--- src/rtl/div_if.sv ---
// Divide request/response bundle between EX decode and the divide controller.
// The master drives the request side; the slave returns stall, ready and result.
interface div_if #(
    parameter int WIDTH = 32
);
    logic                   start;
    logic                   signed_div;
    logic [WIDTH-1:0]       opdata1;
    logic [WIDTH-1:0]       opdata2;
    logic                   annul;
    logic                   stall_req;
    logic                   ready;
    logic [2*WIDTH-1:0]     result;

    modport master (
        output start, signed_div, opdata1, opdata2, annul,
        input  stall_req, ready, result
    );

    modport slave (
        input  start, signed_div, opdata1, opdata2, annul,
        output stall_req, ready, result
    );
endinterface

--- src/rtl/div_ctrl.sv ---
// Multi-cycle radix-2 restoring divide controller for DIV/DIVU.
// Returns {remainder, quotient} in HI/LO packing and stalls the pipeline while busy.
module div_ctrl #(
    parameter int WIDTH = 32
) (
    input  logic   clk,
    input  logic   resetn,
    div_if.slave   dbus
);
    localparam int CNT_W = (WIDTH > 1) ? $clog2(WIDTH) : 1;
    localparam logic [CNT_W-1:0] CNT_LAST = CNT_W'(WIDTH - 1);

    typedef enum logic [1:0] {
        IDLE   = 2'd0,
        BYZERO = 2'd1,
        ON     = 2'd2,
        END    = 2'd3
    } state_t;

    state_t                 state_r;
    state_t                 state_s;
    logic [CNT_W-1:0]       cnt_r;
    logic [2*WIDTH:0]       div_r;
    logic [WIDTH-1:0]       divisor_r;
    logic                   neg_q_r;
    logic                   neg_r_r;
    logic [2*WIDTH-1:0]     result_r;

    logic [2*WIDTH:0]       shifted_s;
    logic [WIDTH:0]         diff_s;
    logic [2*WIDTH:0]       iter_s;
    logic [WIDTH-1:0]       quo_s;
    logic [WIDTH-1:0]       rem_s;
    logic                   op2_zero_s;

    // Two's complement negate when enabled; wraps for the most negative value.
    function automatic logic [WIDTH-1:0] cond_neg(input logic [WIDTH-1:0] v, input logic en);
        return en ? (~v + WIDTH'(1)) : v;
    endfunction

    // Unsigned magnitude of an operand; only signed operands with MSB set are negated.
    function automatic logic [WIDTH-1:0] mag(input logic [WIDTH-1:0] v, input logic sgn);
        return cond_neg(v, sgn & v[WIDTH-1]);
    endfunction

    assign op2_zero_s = (dbus.opdata2 == {WIDTH{1'b0}});

    // One restoring iteration: shift, trial-subtract, keep difference if non-negative.
    always_comb begin
        shifted_s = {div_r[2*WIDTH-1:0], 1'b0};
        diff_s    = shifted_s[2*WIDTH:WIDTH] - {1'b0, divisor_r};
        if (!diff_s[WIDTH]) begin
            iter_s = {diff_s, shifted_s[WIDTH-1:1], 1'b1};
        end else begin
            iter_s = shifted_s;
        end
        quo_s = cond_neg(iter_s[WIDTH-1:0], neg_q_r);
        rem_s = cond_neg(iter_s[2*WIDTH-1:WIDTH], neg_r_r);
    end

    // Next-state logic; annul overrides every state.
    always_comb begin
        state_s = state_r;
        if (dbus.annul) begin
            state_s = IDLE;
        end else begin
            case (state_r)
                IDLE: begin
                    if (dbus.start) begin
                        state_s = op2_zero_s ? BYZERO : ON;
                    end else begin
                        state_s = IDLE;
                    end
                end
                BYZERO: state_s = END;
                ON: begin
                    if (cnt_r == CNT_LAST) begin
                        state_s = END;
                    end else begin
                        state_s = ON;
                    end
                end
                END: begin
                    if (dbus.start) begin
                        state_s = END;
                    end else begin
                        state_s = IDLE;
                    end
                end
                default: state_s = IDLE;
            endcase
        end
    end

    // State register.
    always_ff @(posedge clk or negedge resetn) begin
        if (!resetn) begin
            state_r <= IDLE;
        end else begin
            state_r <= state_s;
        end
    end

    // Operand capture and iteration datapath; operands are sampled only on leaving IDLE.
    always_ff @(posedge clk or negedge resetn) begin
        if (!resetn) begin
            cnt_r     <= {CNT_W{1'b0}};
            div_r     <= {(2*WIDTH+1){1'b0}};
            divisor_r <= {WIDTH{1'b0}};
            neg_q_r   <= 1'b0;
            neg_r_r   <= 1'b0;
        end else if (state_r == IDLE && state_s == ON) begin
            cnt_r     <= {CNT_W{1'b0}};
            div_r     <= {{(WIDTH+1){1'b0}}, mag(dbus.opdata1, dbus.signed_div)};
            divisor_r <= mag(dbus.opdata2, dbus.signed_div);
            neg_q_r   <= dbus.signed_div & (dbus.opdata1[WIDTH-1] ^ dbus.opdata2[WIDTH-1]);
            neg_r_r   <= dbus.signed_div & dbus.opdata1[WIDTH-1];
        end else if (state_r == ON) begin
            cnt_r     <= cnt_r + CNT_W'(1);
            div_r     <= iter_s;
        end else begin
            cnt_r     <= cnt_r;
            div_r     <= div_r;
        end
    end

    // Result register: updated only when entering END, so cancelled ops leave it intact.
    always_ff @(posedge clk or negedge resetn) begin
        if (!resetn) begin
            result_r <= {(2*WIDTH){1'b0}};
        end else if (state_r == BYZERO && state_s == END) begin
            result_r <= {(2*WIDTH){1'b0}};
        end else if (state_r == ON && state_s == END) begin
            result_r <= {rem_s, quo_s};
        end else begin
            result_r <= result_r;
        end
    end

    assign dbus.stall_req = dbus.start & ~dbus.annul & (state_r != END) & resetn;
    assign dbus.ready     = (state_r == END) & ~dbus.annul;
    assign dbus.result    = result_r;
endmodule
--- src/flat_wrapper.sv ---
// flat-port wrapper written by rule: the top's interface ports become plain ports
module div_ctrl_flat 
#(
    parameter int WIDTH = 32
)
  (clk, resetn, dbus_start, dbus_signed_div, dbus_opdata1, dbus_opdata2, dbus_annul, dbus_stall_req, dbus_ready, dbus_result);
  div_if #(.WIDTH(WIDTH)) dbus_i ();
  input  logic clk;
  input  logic resetn;
  input wire logic [$bits(dbus_i.start)-1:0] dbus_start;
  input wire logic [$bits(dbus_i.signed_div)-1:0] dbus_signed_div;
  input wire logic [$bits(dbus_i.opdata1)-1:0] dbus_opdata1;
  input wire logic [$bits(dbus_i.opdata2)-1:0] dbus_opdata2;
  input wire logic [$bits(dbus_i.annul)-1:0] dbus_annul;
  output wire logic [$bits(dbus_i.stall_req)-1:0] dbus_stall_req;
  output wire logic [$bits(dbus_i.ready)-1:0] dbus_ready;
  output wire logic [$bits(dbus_i.result)-1:0] dbus_result;
  assign dbus_i.start = dbus_start;
  assign dbus_i.signed_div = dbus_signed_div;
  assign dbus_i.opdata1 = dbus_opdata1;
  assign dbus_i.opdata2 = dbus_opdata2;
  assign dbus_i.annul = dbus_annul;
  assign dbus_stall_req = dbus_i.stall_req;
  assign dbus_ready = dbus_i.ready;
  assign dbus_result = dbus_i.result;
  div_ctrl #(.WIDTH(WIDTH)) u_core (.clk(clk), .resetn(resetn), .dbus(dbus_i));
endmodule
--- config.mk ---
export PLATFORM = sky130hd
export DESIGN_NAME = div_ctrl_flat
export DESIGN_NICKNAME = d
export VERILOG_FILES = /design/src/rtl/div_if.sv /design/src/rtl/div_ctrl.sv /design/src/flat_wrapper.sv
export SDC_FILE = /design/constraint.sdc
export NUM_CORES = 1
export LEC_CHECK = 0
export ABC_CLOCK_PERIOD_IN_PS = 9500
export BUFFER_PORTS_ARGS = -buffer_cell sky130_fd_sc_hd__buf_4
export CORE_ASPECT_RATIO = 1.75
export CORE_MARGIN = 1.5
export CORE_UTILIZATION = 50
export CTS_CLUSTER_SIZE = 16
export DETAILED_ROUTE_END_ITERATION = 10
export PLACE_DENSITY = 0.7
export SYNTH_ARGS = -nofsm -noshare
export SYNTH_HDL_FRONTEND = slang
export SYNTH_SLANG_ARGS = --single-unit
export TNS_END_PERCENT = 1
--- constraint.sdc ---
create_clock -name clk -period 9.5 [get_ports clk]
set_input_delay 0.95 -clock clk [delete_from_list [all_inputs] [get_ports clk]]
set_output_delay 0.95 -clock clk [all_outputs]
set_load 0.01 [all_outputs]
==> qor.txt, run 1 <==
Top area cells in the synthesized netlist: dfrtp_1 35%, o21ai_0 7.8%, nand2_1 5.9%, xor2_1 5.7%, ha_1 3.9%
CP endpoint kind: register
Core region area: 0.0238 mm²
Cells after Synth: 1471
Number of global-route vias before repair: 11200
WHS: 0.404 ns
Pwr Density: 294 mW/mm²
Max-Cap Viols: 0
Routed WL: 35600 µm
Worst endpoint required time: 9.85 ns
Worst vdd ir: 0.000155 V
Post-CTS setup buffer count: 0
Via density: 6.08
Max-slew violations: 0
Antenna violations before repair: 0
Worst-Margin Slew: 1.02 ns
Finish-stage setup viols: 0
Worst Path Max Fanout: 47
Post-Syn Area: 0.0121 mm²
Largest net degree at the start of global routing: 67
First-pass GRT wire length: 57000 µm
Final hold vios: 0
Setup TNS: 0 ns
Nets: 1655
TritonCTS clock tree: yes
DRC: 0
Syn Area/Cell: 8.20 µm²
Unique masters post-synth: 79
Share of the synthesized area in the top cell type: 0.351
Num ports: 135
Filler instances: 2266
Gpl congestion: 0.899
Post-route ant nets: 0
RSZ-0062 raised after global routing: no
CTS clk-pin slew, worst paths: 0.07 ns
Status: complete, no violations
CP startpoint kind: register
Leak pwr: 6.04 nW
CTS Root Cell: clkbuf_16
Starting DRT DRC Count: 816
Max clock buf depth: 2
Via count: 11400
Min-delay worst type: input pin to asynchronous set/reset pin
Critical path arrival: 5.99 ns
Post-synthesis net count: 1579
Gr usage total: 0.287
Max Freq: 177 MHz
Met1 usage: 0.318
Ant. Diodes: 0
Cells after DPL: 1836
WS Path Type: register to register
Post-CTS Resized: 0
Worst-Skew Late Latency: 0.46 ns
Launch point of the worst reg-to-reg path: u_core.div_r[31]$_DFFE_PN0P_
Final Cell Area: 0.0139 mm²
H-tree depth: 4
Ys flop type: dfrtp_1
CTS buffer count: 17
Min Tclk post-route: 5.65 ns
Clock sinks: 169
WL/cell: 19.0 µm
Starting density of the core: 0.506
CTS Hold Bufs: 0
Gr busiest metal: met2
Port bufs: 134
Remaining global-route overflow: 0
Die Width: 120 µm
Share of flip-flops with an asynchronous set or reset: 1.00
Synth Register Bits: 169
1st-pass router iterations: 6
GR Util met3: 0.0370
Fin cells: 1868
Placed cell areas: 0.0132 mm²
Clock skew: 0.00875 ns
Most common cell after layout, fill and taps aside: nand2_1
DP Wirelength: 26900 µm
M2 GR Usage: 0.524
Warnings, synthesis: 0
EDFF count, synth: 0
Commonest non-fill, non-tap cells in the layout: 191 x nand2_1, 187 x o21ai_0, 169 x dfrtp_1, 145 x buf_4, 84 x nor2_1
Share of the cycle needed by the critical path after routing: 0.594
Seq/Total Area, Yosys: 0.351
Row count: 75
Rel. slew slack: 0.318
Crit. Startpoint: u_core.div_r[31]$_DFFE_PN0P_
DIE AREA: 0.0251 mm²
Area grow syn2layout: 14.9%
Die Height: 208 µm
Area leader, netlist: dfrtp_1
Layout cells sized above 1: 0.131
flip-flops by register name (all words and copies together) (netlist names):
| name | count |
|---|---|
| u_core.divisor_r | 32 |
| u_core.neg_q_r | 1 |
| u_core.neg_r_r | 1 |
| u_core.dbus.result | 64 |
| u_core.cnt_r | 5 |
| u_core.div_r | 64 |
| u_core.state_r | 2 |
cells in the mapped netlist (all sizes together), types with 4 or more instances:
cell	n
a211oi	11
a21boi	7
a21o	15
a21oi	73
a221o	25
a22oi	10
a31oi	14
a41oi	4
and2	13
and3	16
and4	4
buf	9
clkbuf	80
dfrtp	169
ha	38
inv	50
mux2	5
mux2i	19
nand2	191
nand2b	4
nand3	52
nand4	17
nor2	85
nor2b	5
nor3	46
nor3b	8
nor4	13
nor4b	4
o211ai	9
o21a	10
o21ai	191
o31ai	28
o41ai	14
or2	9
or3	20
or4	16
xnor2	50
xor2	78
cell type report:
cell class	count	area, µm²	share of cell area
multi-input combinational	1163	7310	0.528
timing repair buffer	146	1100	0.0794
sequential	169	4230	0.305
clock inverter	9	136	0.00984
clock buffer	23	508	0.0367
inverter	50	188	0.0135
tap	308	385	0.0278
metal layers:
layer  wire length [µm]  vias to the layer above
met2              19000                      368
li1                   -                     5513
met1              13500                     5377
met5                  0                        -
met3               1460                       96
met4               1620                        0
through the flow:
step           total power (W)   util  setup WS, ns
2_1_floorplan          0.00268      -          4.24
3_3_place_gp           0.00325  0.554          4.15
3_5_place_dp           0.00328  0.554          3.96
4_1_cts                0.00405  0.581          3.92
5_1_grt                0.00435  0.581          3.37
6_report               0.00407  0.581          3.85
critical path: stages (launching register included):
cell,delay (ns)
dfrtp_1,0.40
inv_1,0.06
ha_1,0.19
inv_1,0.07
fa_1,0.22
nand3_1,0.12
a211o_1,0.32
a2111o_1,0.56
a21boi_4,0.26
o211a_4,0.61
inv_2,0.13
mux2i_1,0.27
ha_1,0.31
inv_1,0.10
or3_1,0.42
nor4b_1,0.50
o41ai_1,0.25
nor4_1,0.32
o21ai_0,0.12
a32o_1,0.27
power breakdown:
group	switching (W)	leakage, nW	total [W]	internal, W
registers	0.000172	2.22	0.00102	0.000851
logic	0.00143	3.51	0.00229	0.000859
clock network	0.000304	0.312	0.000760	0.000456
logic make-up (layout without fill, tap and decap cells):
logic type | after synthesis | count (layout) | synth area share
AND/OR/NAND/NOR | 511 | 511 | 0.204
AO/OA/AOI/OAI | 461 | 461 | 0.247
flip-flops | 169 | 169 | 0.351
buffers and inverters | 139 | 228 | 0.0445
XOR/XNOR | 128 | 128 | 0.0929
adder cells (fa/ha/maj) | 39 | 39 | 0.0411
multiplexers | 24 | 24 | 0.0204
worst paths after layout:
path	cells after the start	endpoint	slack, ns
worst max register to register	19	u_core.dbus.result[56]$_DFFE_PN0P_	3.85
worst max-delay path	19	u_core.dbus.result[56]$_DFFE_PN0P_	3.85
max in group asynchronous	2	u_core.div_r[61]$_DFFE_PN0P_	7.89
worst min-delay path	1	u_core.dbus.result[27]$_DFFE_PN0P_	0.40
worst min register to register	2	u_core.dbus.result[7]$_DFFE_PN0P_	0.48
min in group clk	2	u_core.dbus.result[7]$_DFFE_PN0P_	0.48
Power figures use the tool's default switching activity.
==> inputs of run 2 (changes only) <==
--- a/config.mk
+++ b/config.mk
@@ -5,14 +5,14 @@
 export SDC_FILE = /design/constraint.sdc
 export NUM_CORES = 1
 export LEC_CHECK = 0
-export ABC_CLOCK_PERIOD_IN_PS = 9500
+export ABC_CLOCK_PERIOD_IN_PS = 5070
 export BUFFER_PORTS_ARGS = -buffer_cell sky130_fd_sc_hd__buf_4
 export CORE_ASPECT_RATIO = 1.75
 export CORE_MARGIN = 1.5
 export CORE_UTILIZATION = 50
 export CTS_CLUSTER_SIZE = 16
 export DETAILED_ROUTE_END_ITERATION = 10
-export PLACE_DENSITY = 0.7
+export PLACE_DENSITY = 0.73
 export SYNTH_ARGS = -nofsm -noshare
 export SYNTH_HDL_FRONTEND = slang
 export SYNTH_SLANG_ARGS = --single-unit
==> constraint.sdc (replaced) <==
create_clock -name clk -period 5.07 [get_ports clk]
set_input_delay 0.507 -clock clk [delete_from_list [all_inputs] [get_ports clk]]
set_output_delay 0.507 -clock clk [all_outputs]
set_load 0.01 [all_outputs]
==> qor.txt, run 2 (synthesized netlist as in run 1, its figures left out) <==
Most common cell after layout, fill and taps aside: nand2_1
Starting DRT DRC Count: 821
Largest net degree at the start of global routing: 95
DRC: 0
H-tree depth: 4
Gpl congestion: 0.935
Max clock buf depth: 2
Worst-Skew Late Latency: 0.45 ns
Ant. Diodes: 0
Min-delay worst type: input pin to asynchronous set/reset pin
Final Cell Area: 0.0141 mm²
R2R cell count: 18
Reg-to-reg slack, setup: 0.29 ns
Via count: 11600
Worst vdd ir: 0.000283 V
Core region area: 0.0238 mm²
CTS Root Cell: clkbuf_16
Row count: 75
Switching pwr: 0.00364 W
CP startpoint kind: register
1st-pass router iterations: 5
CTS buffer count: 17
Die Width: 120 µm
Port bufs: 134
WL/cell: 19.0 µm
Max-Cap Viols: 0
Worst endpoint required time: 5.40 ns
Crit. Startpoint: u_core.divisor_r[0]$_DFFE_PN0P_
Via density: 6.16
Switch share: 0.461
Clk pwr share: 0.194
TritonCTS clock tree: yes
RR Endpoint: u_core.dbus.result[62]$_DFFE_PN0P_
Num ports: 135
Max-slew violations: 0
Remaining global-route overflow: 0
CTS Hold Bufs: 0
WS Path Type: register to register
Placed cell areas: 0.0133 mm²
Filler instances: 2220
CTS clk-pin slew, worst paths: 0.07 ns
Starting density of the core: 0.506
Finish-stage setup viols: 0
DIE AREA: 0.0251 mm²
Share of the cycle needed by the critical path after routing: 0.942
Clock skew: 0.00986 ns
Worst-Margin Slew: 1.20 ns
Combinational power share: 0.564
Routed WL: 35800 µm
Commonest non-fill, non-tap cells in the layout: 191 x nand2_1, 187 x o21ai_0, 169 x dfrtp_1, 160 x buf_4, 84 x nor2_1
Rel. slew slack: 0.201
WHS: 0.105 ns
P_int: 0.00424 W
Area grow syn2layout: 16.5%
CP endpoint kind: register
Min Tclk post-route: 4.78 ns
Pwr Density: 560 mW/mm²
Number of global-route vias before repair: 11300
Antenna violations before repair: 0
Die Height: 208 µm
Critical path arrival: 5.11 ns
Max Freq: 209 MHz
DP Wirelength: 26800 µm
Leak pwr: 6.16 nW
Worst Path Max Fanout: 4
Post-route ant nets: 0
Area occupied by multi-input gates: 0.00736 mm²
Status: complete, no violations
Final hold vios: 0
Register area: 0.00423 mm²
Launch point of the worst reg-to-reg path: u_core.divisor_r[0]$_DFFE_PN0P_
Layout cells sized above 1: 0.142
Seq pwr share: 0.242
Gr usage total: 0.287
Nets: 1670
First-pass GRT wire length: 56900 µm
Clock sinks: 169
==> run 2: power groups by stage <==
stage / clock network, W / registers (W) / logic [W]
finish: 0.00153 / 0.00191 / 0.00444
global route: 0.00160 / 0.00194 / 0.00486
CTS: 0.00155 / 0.00189 / 0.00434
detailed placement: 0 / 0.00192 / 0.00432
global placement: 0 / 0.00190 / 0.00427
floorplan: 0 / 0.00181 / 0.00323
==> run 2: final cells by class <==
class	instances	area share
clock buffer	19	0.0315
timing repair buffer	161	0.0862
inverter	50	0.0133
tap	308	0.0274
clock inverter	13	0.0172
multi-input combinational	1163	0.523
sequential	169	0.301
==> run 2: critical path: stages, from the launching register on <==
cell and delay, ns:
dfrtp_1 0.38, ha_1 0.21, inv_1 0.07, fa_1 0.22, nand3_1 0.11, a211o_1 0.34, a2111o_1 0.48, a21o_1 0.25
o211a_4 0.16, inv_2 0.09, mux2i_2 0.27, ha_2 0.26, inv_1 0.06, or3_1 0.47, nor4bb_4 0.39, o41ai_2 0.20
nor3_2 0.26, nor3_1 0.08, or3b_1 0.36
==> run 2: through the flow <==
step            TNS, ns   util  setup WS [ns]  instances  total power [W]
2_1_floorplan         0      -        0.00412       1471          0.00504
3_3_place_gp          0  0.559          0.324       1849          0.00618
3_5_place_dp          0  0.559          0.129       1849          0.00624
4_1_cts               0  0.588         0.0697       1881          0.00778
5_1_grt        -0.00806  0.590       -0.00806       1883          0.00840
6_report              0  0.590          0.292       1883          0.00788
==> run 2: repair_timing <==
action	in CTS	in global routing
resized for setup	0	6
setup endpoints to repair	0	4
setup buffers	0	2
==> run 2: worst max path at each step <==
stage                     depth (start not counted)                                 end  slack (ns)
after global placement                           18  u_core.dbus.result[56]$_DFFE_PN0P_        0.32
after floorplan                                  24  u_core.dbus.result[62]$_DFFE_PN0P_       0.004
after global routing                             19  u_core.dbus.result[62]$_DFFE_PN0P_      -0.008
final                                            18  u_core.dbus.result[62]$_DFFE_PN0P_        0.29
after CTS                                        18  u_core.dbus.result[56]$_DFFE_PN0P_        0.07
after detailed placement                         18  u_core.dbus.result[56]$_DFFE_PN0P_        0.13
==> run 2: routing by layer <==
metal | routed length, µm | track usage
met5 | 0 | 0
met4 | 2030 | 0.163
met3 | 1630 | 0.0389
met2 | 18400 | 0.516
met1 | 13700 | 0.320
